File: src/rtl/mem_ctrl.sv
// Byte-serial RAM port arbiter for IF and MEM: splits 8/16/32-bit accesses into little-endian byte transfers.
// Optional one-entry fetch buffer compiled in with MEM_CTRL_FETCH_BUF_EN.
module mem_ctrl (
  input  logic        clk_in,
  input  logic        rst_in,
  input  logic        if_req_in,
  input  logic [31:0] if_addr_in,
  output logic        if_done_out,
  output logic [31:0] if_data_out,
  input  logic        mem_req_in,
  input  logic        mem_we_in,
  input  logic [1:0]  mem_len_in,
  input  logic [31:0] mem_addr_in,
  input  logic [31:0] mem_wdata_in,
  output logic        mem_done_out,
  output logic [31:0] mem_rdata_out,
  output logic [31:0] ram_addr_out,
  output logic        ram_we_out,
  output logic [7:0]  ram_wdata_out,
  input  logic [7:0]  ram_rdata_in
);

  typedef enum logic [1:0] {IDLE = 2'd0, XFER = 2'd1, WAIT = 2'd2, DONE = 2'd3} state_t;

  function automatic logic [7:0] get_byte(input logic [31:0] w, input logic [1:0] idx);
    logic [7:0] b;
    case (idx)
      2'd0:    b = w[7:0];
      2'd1:    b = w[15:8];
      2'd2:    b = w[23:16];
      default: b = w[31:24];
    endcase
    return b;
  endfunction

  function automatic logic [31:0] put_byte(input logic [31:0] w, input logic [1:0] idx,
                                           input logic [7:0] b);
    logic [31:0] r;
    r = w;
    case (idx)
      2'd0:    r[7:0]   = b;
      2'd1:    r[15:8]  = b;
      2'd2:    r[23:16] = b;
      default: r[31:24] = b;
    endcase
    return r;
  endfunction

  // Index of the last byte for a length code: 1, 2 or 4 bytes.
  function automatic logic [1:0] last_idx(input logic [1:0] len);
    logic [1:0] l;
    case (len)
      2'b00:   l = 2'd0;
      2'b01:   l = 2'd1;
      default: l = 2'd3;
    endcase
    return l;
  endfunction

  state_t      state_q, state_d;
  logic        owner_q, owner_d;   // 1 = MEM, 0 = IF
  logic [31:0] addr_q, addr_d;
  logic        we_q, we_d;
  logic [1:0]  last_q, last_d;
  logic [1:0]  k_q, k_d;
  logic [31:0] wdata_q, wdata_d;
  logic [31:0] rdata_q, rdata_d;
  logic [31:0] ram_addr_q, ram_addr_d;
  logic        ram_we_q, ram_we_d;
  logic [7:0]  ram_wdata_q, ram_wdata_d;
  logic        if_done_q, if_done_d;
  logic [31:0] if_data_q, if_data_d;
  logic        mem_done_q, mem_done_d;
  logic [31:0] mem_rdata_q, mem_rdata_d;
  logic [1:0]  k_next_s;
  logic        fb_hit_s;
  logic [31:0] fb_data_s;

`ifdef MEM_CTRL_FETCH_BUF_EN
  logic        fb_valid_q, fb_valid_d;
  logic [31:0] fb_addr_q, fb_addr_d;
  logic [31:0] fb_data_q, fb_data_d;

  assign fb_hit_s  = fb_valid_q && (fb_addr_q == if_addr_in);
  assign fb_data_s = fb_data_q;

  always_ff @(posedge clk_in or negedge rst_in) begin
    if (!rst_in) begin
      fb_valid_q <= 1'b0;
      fb_addr_q  <= 32'd0;
      fb_data_q  <= 32'd0;
    end else begin
      fb_valid_q <= fb_valid_d;
      fb_addr_q  <= fb_addr_d;
      fb_data_q  <= fb_data_d;
    end
  end
`else
  assign fb_hit_s  = 1'b0;
  assign fb_data_s = 32'd0;
`endif

  always_ff @(posedge clk_in or negedge rst_in) begin
    if (!rst_in) begin
      state_q <= IDLE;
    end else begin
      state_q <= state_d;
    end
  end

  // A fetch-buffer hit skips the RAM and reports straight from IDLE.
  always_comb begin
    state_d = state_q;
    case (state_q)
      IDLE: begin
        if (mem_req_in) begin
          state_d = XFER;
        end else if (if_req_in) begin
          state_d = fb_hit_s ? DONE : XFER;
        end else begin
          state_d = IDLE;
        end
      end
      XFER: begin
        if (k_q == last_q) begin
          state_d = we_q ? DONE : WAIT;
        end else begin
          state_d = XFER;
        end
      end
      WAIT:    state_d = DONE;
      DONE:    state_d = IDLE;
      default: state_d = IDLE;
    endcase
  end

  always_comb begin
    owner_d     = owner_q;
    addr_d      = addr_q;
    we_d        = we_q;
    last_d      = last_q;
    k_d         = k_q;
    wdata_d     = wdata_q;
    rdata_d     = rdata_q;
    ram_addr_d  = ram_addr_q;
    ram_we_d    = ram_we_q;
    ram_wdata_d = ram_wdata_q;
    if_done_d   = 1'b0;
    if_data_d   = if_data_q;
    mem_done_d  = 1'b0;
    mem_rdata_d = mem_rdata_q;
    k_next_s    = k_q + 2'd1;
`ifdef MEM_CTRL_FETCH_BUF_EN
    fb_valid_d  = fb_valid_q;
    fb_addr_d   = fb_addr_q;
    fb_data_d   = fb_data_q;
`endif
    case (state_q)
      IDLE: begin
        if (mem_req_in) begin
          owner_d     = 1'b1;
          addr_d      = mem_addr_in;
          we_d        = mem_we_in;
          last_d      = last_idx(mem_len_in);
          k_d         = 2'd0;
          wdata_d     = mem_wdata_in;
          rdata_d     = 32'd0;
          ram_addr_d  = mem_addr_in;
          ram_we_d    = mem_we_in;
          ram_wdata_d = mem_wdata_in[7:0];
        end else if (if_req_in) begin
          if (fb_hit_s) begin
            if_done_d = 1'b1;
            if_data_d = fb_data_s;
          end else begin
            owner_d     = 1'b0;
            addr_d      = if_addr_in;
            we_d        = 1'b0;
            last_d      = 2'd3;
            k_d         = 2'd0;
            wdata_d     = 32'd0;
            rdata_d     = 32'd0;
            ram_addr_d  = if_addr_in;
            ram_we_d    = 1'b0;
            ram_wdata_d = 8'd0;
          end
        end else begin
          k_d = k_q;
        end
      end
      XFER: begin
        // The byte addressed in the previous cycle arrives now.
        if (!we_q && (k_q != 2'd0)) begin
          rdata_d = put_byte(rdata_q, k_q - 2'd1, ram_rdata_in);
        end else begin
          rdata_d = rdata_q;
        end
        if (k_q == last_q) begin
          if (we_q) begin
            ram_we_d = 1'b0;
            if (owner_q) begin
              mem_done_d = 1'b1;
            end else begin
              if_done_d = 1'b1;
            end
`ifdef MEM_CTRL_FETCH_BUF_EN
            fb_valid_d = 1'b0;
`endif
          end else begin
            ram_addr_d = ram_addr_q;
          end
        end else begin
          k_d         = k_next_s;
          ram_addr_d  = addr_q + {30'd0, k_next_s};
          ram_wdata_d = get_byte(wdata_q, k_next_s);
        end
      end
      WAIT: begin
        rdata_d = put_byte(rdata_q, last_q, ram_rdata_in);
        if (owner_q) begin
          mem_done_d  = 1'b1;
          mem_rdata_d = rdata_d;
        end else begin
          if_done_d = 1'b1;
          if_data_d = rdata_d;
`ifdef MEM_CTRL_FETCH_BUF_EN
          fb_valid_d = 1'b1;
          fb_addr_d  = addr_q;
          fb_data_d  = rdata_d;
`endif
        end
      end
      DONE:    k_d = k_q;
      default: k_d = 2'd0;
    endcase
  end

  always_ff @(posedge clk_in or negedge rst_in) begin
    if (!rst_in) begin
      owner_q     <= 1'b0;
      addr_q      <= 32'd0;
      we_q        <= 1'b0;
      last_q      <= 2'd0;
      k_q         <= 2'd0;
      wdata_q     <= 32'd0;
      rdata_q     <= 32'd0;
      ram_addr_q  <= 32'd0;
      ram_we_q    <= 1'b0;
      ram_wdata_q <= 8'd0;
      if_done_q   <= 1'b0;
      if_data_q   <= 32'd0;
      mem_done_q  <= 1'b0;
      mem_rdata_q <= 32'd0;
    end else begin
      owner_q     <= owner_d;
      addr_q      <= addr_d;
      we_q        <= we_d;
      last_q      <= last_d;
      k_q         <= k_d;
      wdata_q     <= wdata_d;
      rdata_q     <= rdata_d;
      ram_addr_q  <= ram_addr_d;
      ram_we_q    <= ram_we_d;
      ram_wdata_q <= ram_wdata_d;
      if_done_q   <= if_done_d;
      if_data_q   <= if_data_d;
      mem_done_q  <= mem_done_d;
      mem_rdata_q <= mem_rdata_d;
    end
  end

  assign if_done_out   = if_done_q;
  assign if_data_out   = if_data_q;
  assign mem_done_out  = mem_done_q;
  assign mem_rdata_out = mem_rdata_q;
  assign ram_addr_out  = ram_addr_q;
  assign ram_we_out    = ram_we_q;
  assign ram_wdata_out = ram_wdata_q;

endmodule

File: config.mk
export PLATFORM = sky130hd
export DESIGN_NAME = mem_ctrl
export DESIGN_NICKNAME = d
export VERILOG_FILES = /design/src/rtl/mem_ctrl.sv
export SDC_FILE = /design/constraint.sdc
export NUM_CORES = 1
export LEC_CHECK = 0
export BUFFER_PORTS_ARGS = -buffer_cell sky130_fd_sc_hd__buf_4
export CORE_MARGIN = 5
export CORE_UTILIZATION = 55
export CTS_CLUSTER_SIZE = 10
export DETAILED_ROUTE_END_ITERATION = 8
export PLACE_DENSITY = 0.89
export SLEW_MARGIN = 20
export SYNTH_ARGS = -nofsm -noshare
export SYNTH_HDL_FRONTEND = slang
export SYNTH_SLANG_ARGS = --single-unit
File: constraint.sdc
create_clock -name clk_in -period 3.1 [get_ports clk_in]
set_input_delay 0.93 -clock clk_in [delete_from_list [all_inputs] [get_ports clk_in]]
set_output_delay 0.93 -clock clk_in [all_outputs]
set_load 0.005 [all_outputs]
==> out/metrics.cfg <==
[clock_tree]
cts_resized = 0
clkLatencyLatePin_ns = 0.51
htreeDepth = 1
tritoncts = built
clock-root-buffer = clkbuf_16
clock-sinks = 211
hold_buffers = 0
clkTransAtPathRegs_ns = 0.06
post_cts_buffers = 0
cts_made_buffers = 25
cts_buffer_depth = 3

[critical_path]
cp_common_cell = ha_1
cp.depth = 8
critPathKind = reg -> reg
critical_path.slowest_cell = or4_1
path_delay_family = simple AND/OR/NAND/NOR gates
cp_cell_sequence = inv_1, ha_1, ha_1, a21oi_1, or4_1, nor3_1, xnor2_1, o221ai_2
end_kind = register
rrSetupSlack_ns = 0.22
required_ns = 3.45
critical_path.n_buffers_inverters = 1
cp.arrival_ns = 3.24
critPathCapture = ram_addr_out[19]
crit_path_max_fanout = 10
cp-startpoint = k_q[1]
r2r-start = k_q[1]
reg2regPathDepth = 8
critPathMaxStageDelay_ns = 0.72
rr_endpoint = ram_addr_out[19]
start_kind = register

[synth]
yosysTopAreaCell = dfrtp_1
ys_seq_area_share_pct = 52.5
synthTopCellsByArea = dfrtp_1 53%, nand2_1 7.7%, mux2i_1 6.4%
synthDistinctLibCells = 57
synth_top_area_share_pct = 52.5
syn-cell-area_sq_mm = 0.0101
synth_ff_type = dfrtp_1
ys_warn_count = 0
async_flop_share_pct = 100
synth_common_cells = 211 x dfrtp_1, 205 x nand2_1, 128 x o21ai_0, 95 x nor2_1, 64 x mux2i_1
synth_edf_count = 0
syn-num-nets = 1187
yosys_register_bits = 211
syn_inst = 1062
syn_area_per_cell_sq_um = 9.47
synth.most_common_cell = dfrtp_1

[layout]
diodes = 0
fin_nets = 1377
drive_gt1_share_pct = 23.6
area_delta_synth_final_pct = 24.7
n_fill_cell = 1307
finalNonFillerCells = 1483

[routing]
m1WireLength_mm = 11.0
drt_iter0_markers = 652
wl_met3_mm = 2.24
highest_layer = met4
avgViaCountPerCell = 5.83
routed_wl_mm = 27.9
firstDrtPassIters = 9
routed-wl-met2_mm = 13.6
ant_nets = 0
via_count = 8647
drc_errors = 1
wl_per_cell_um = 18.8

[status]
status = complete, but fails checks
violations = DRC

[global_routing]
grt_pass1_vias = 8841
antenna_found_initial = 0
grt-ovfl-total = 0
grt_max_degree = 65
grt_pass1_wl_mm = 45.6
grt_use_total_pct = 25.7

[power_and_ir_drop]
swShare_pct = 39.7
p_switching_uw = 5180
p_leak_uw = 0.00599
clock_power_share_pct = 18.9
peakVddDrop_uv = 706
p_seq_share_pct = 37.9
p_comb_share_pct = 43.2
p_per_area_mw_per_mm2 = 1040
p_int_uw = 7870

[hold_path]
min_path_type = in -> async

[timing]
setup_viol = 0
tightest_slew_ns = 1.05
rsz0062_at_grt = no
finalClockSkew_ns = 0.0203
min_period_ns = 2.88
slew_headroom_pct = 29.7
final.setup.tns_ns = 0
fmax_mhz = 347
fin_crit_sh_pct = 93.0
hold_viol = 0
report.final.slew_viol_count = 0

[placement]
dp_cells = 1454
io_buffers = 217
dp_hpwl_mm = 19.8
globalplace.congestion = 0.866

[floorplan]
die_area_sq_mm = 0.0211
die_y_um = 145
ioPinCount = 218
die_x_um = 145
rows = 49
core_sq_mm = 0.0180
initial_core_util_pct = 56.0

[run]
drv_cap = 0

## registers in the layout, summed over array words and instances (netlist names), 2 cells and up, named ones only
name and cells:
wdata_q 32, ram_addr_out 32, k_q 2, rdata_q 32
mem_rdata_out 32, last_q 2, if_data_out 32, ram_wdata_out 8
addr_q 32
## cell families (layout without fill, tap and decap cells)
| family | Yosys count | after routing | synth area share, % |
|---|---|---|---|
| flops | 211 | 211 | 52.5 |
| buf+inv | 84 | 276 | 3.39 |
| compound gates | 251 | 251 | 14.9 |
| fa+ha+maj | 14 | 14 | 1.82 |
| mux | 70 | 70 | 7.04 |
| simple gates | 404 | 404 | 17.9 |
| xor+xnor | 28 | 28 | 2.44 |
## power groups by stage
stage               clock [uW]  sequential, uW  combinational [uW]
finish                    2460            4950                5640
global route              2610            5100                6260
CTS                       2480            4930                5640
detailed placement           0            4950                5590
global placement             0            4910                5330
floorplan                    0            4760                3380
## through the flow
step / util, % / area [sq um] / hold slack, ns / worst slack (ns) / power (uW)
6_report: 69.8 / 12500 / 0.412 / 0.216 / 13000
5_1_grt: 69.8 / 12500 / 0.442 / 0.0314 / 14000
4_1_cts: 69.8 / 12500 / 0.427 / 0.202 / 13100
3_5_place_dp: 66.2 / 11900 / 0.455 / 0.243 / 10500
3_3_place_gp: 66.2 / 11900 / 0.450 / 0.375 / 10200
2_1_floorplan: - / 10100 / 0.426 / 0.569 / 8140
## cell usage in the layout, fill, tap and decap left out, types with 4 or more instances in the layout
cell,count
xnor2_1,11
clkbuf_16,25
inv_1,11
a21oi_1,54
nand3_1,35
and3_1,4
nand2_1,204
nor2_1,94
a22o_1,16
nand4_1,11
mux2i_1,64
xor2_1,17
buf_4,232
o221ai_1,8
a222oi_1,8
mux2_2,6
o21ai_1,7
ha_1,12
nor2b_1,4
dfrtp_1,211
a22oi_1,9
or2_2,4
nor3_1,9
and2_1,10
nand2b_1,4
o21ai_0,127
## worst min path at each step
stage | startpoint | endpoint | slack (ns) | depth (start not counted)
6_report | rst_in | mem_rdata_out[29] | 0.41 | 1
5_1_grt | rst_in | mem_rdata_out[29] | 0.44 | 1
4_1_cts | rst_in | addr_q[9] | 0.43 | 1
3_5_place_dp | owner_q | if_done_out | 0.46 | 1
3_3_place_gp | wdata_q[29] | wdata_q[29] | 0.45 | 2
2_1_floorplan | owner_q | if_done_out | 0.43 | 1
## routing by layer
metal	GRT usage, %	vias up
met2	42.4	403
met1	33.6	4133
met3	5.77	81
met5	0	-
li1	-	4030
met4	8.91	0
## worst register-to-register path: cells and delay by family (launching register included)
family                     cells  cell delay, ns
buffers and inverters          1            0.14
DFF                            1            0.43
adders and majority gates      2            0.66
AOI/OAI and AO/OA              2            0.26
xor gates and xnor gates       1            0.17
and+or+nand+nor                2            1.06
## layout make-up
type	instances	area [sq um]	area share (%)
flip-flops and latches	211	5280	42.1
multi-input cells	767	4470	35.6
repair buffers	236	1820	14.5
clock buffers	28	637	5.08
well taps	229	287	2.29
inverters	11	41.3	0.329
clock inverters	1	8.76	0.0699
Power figures use the tool's default switching activity.
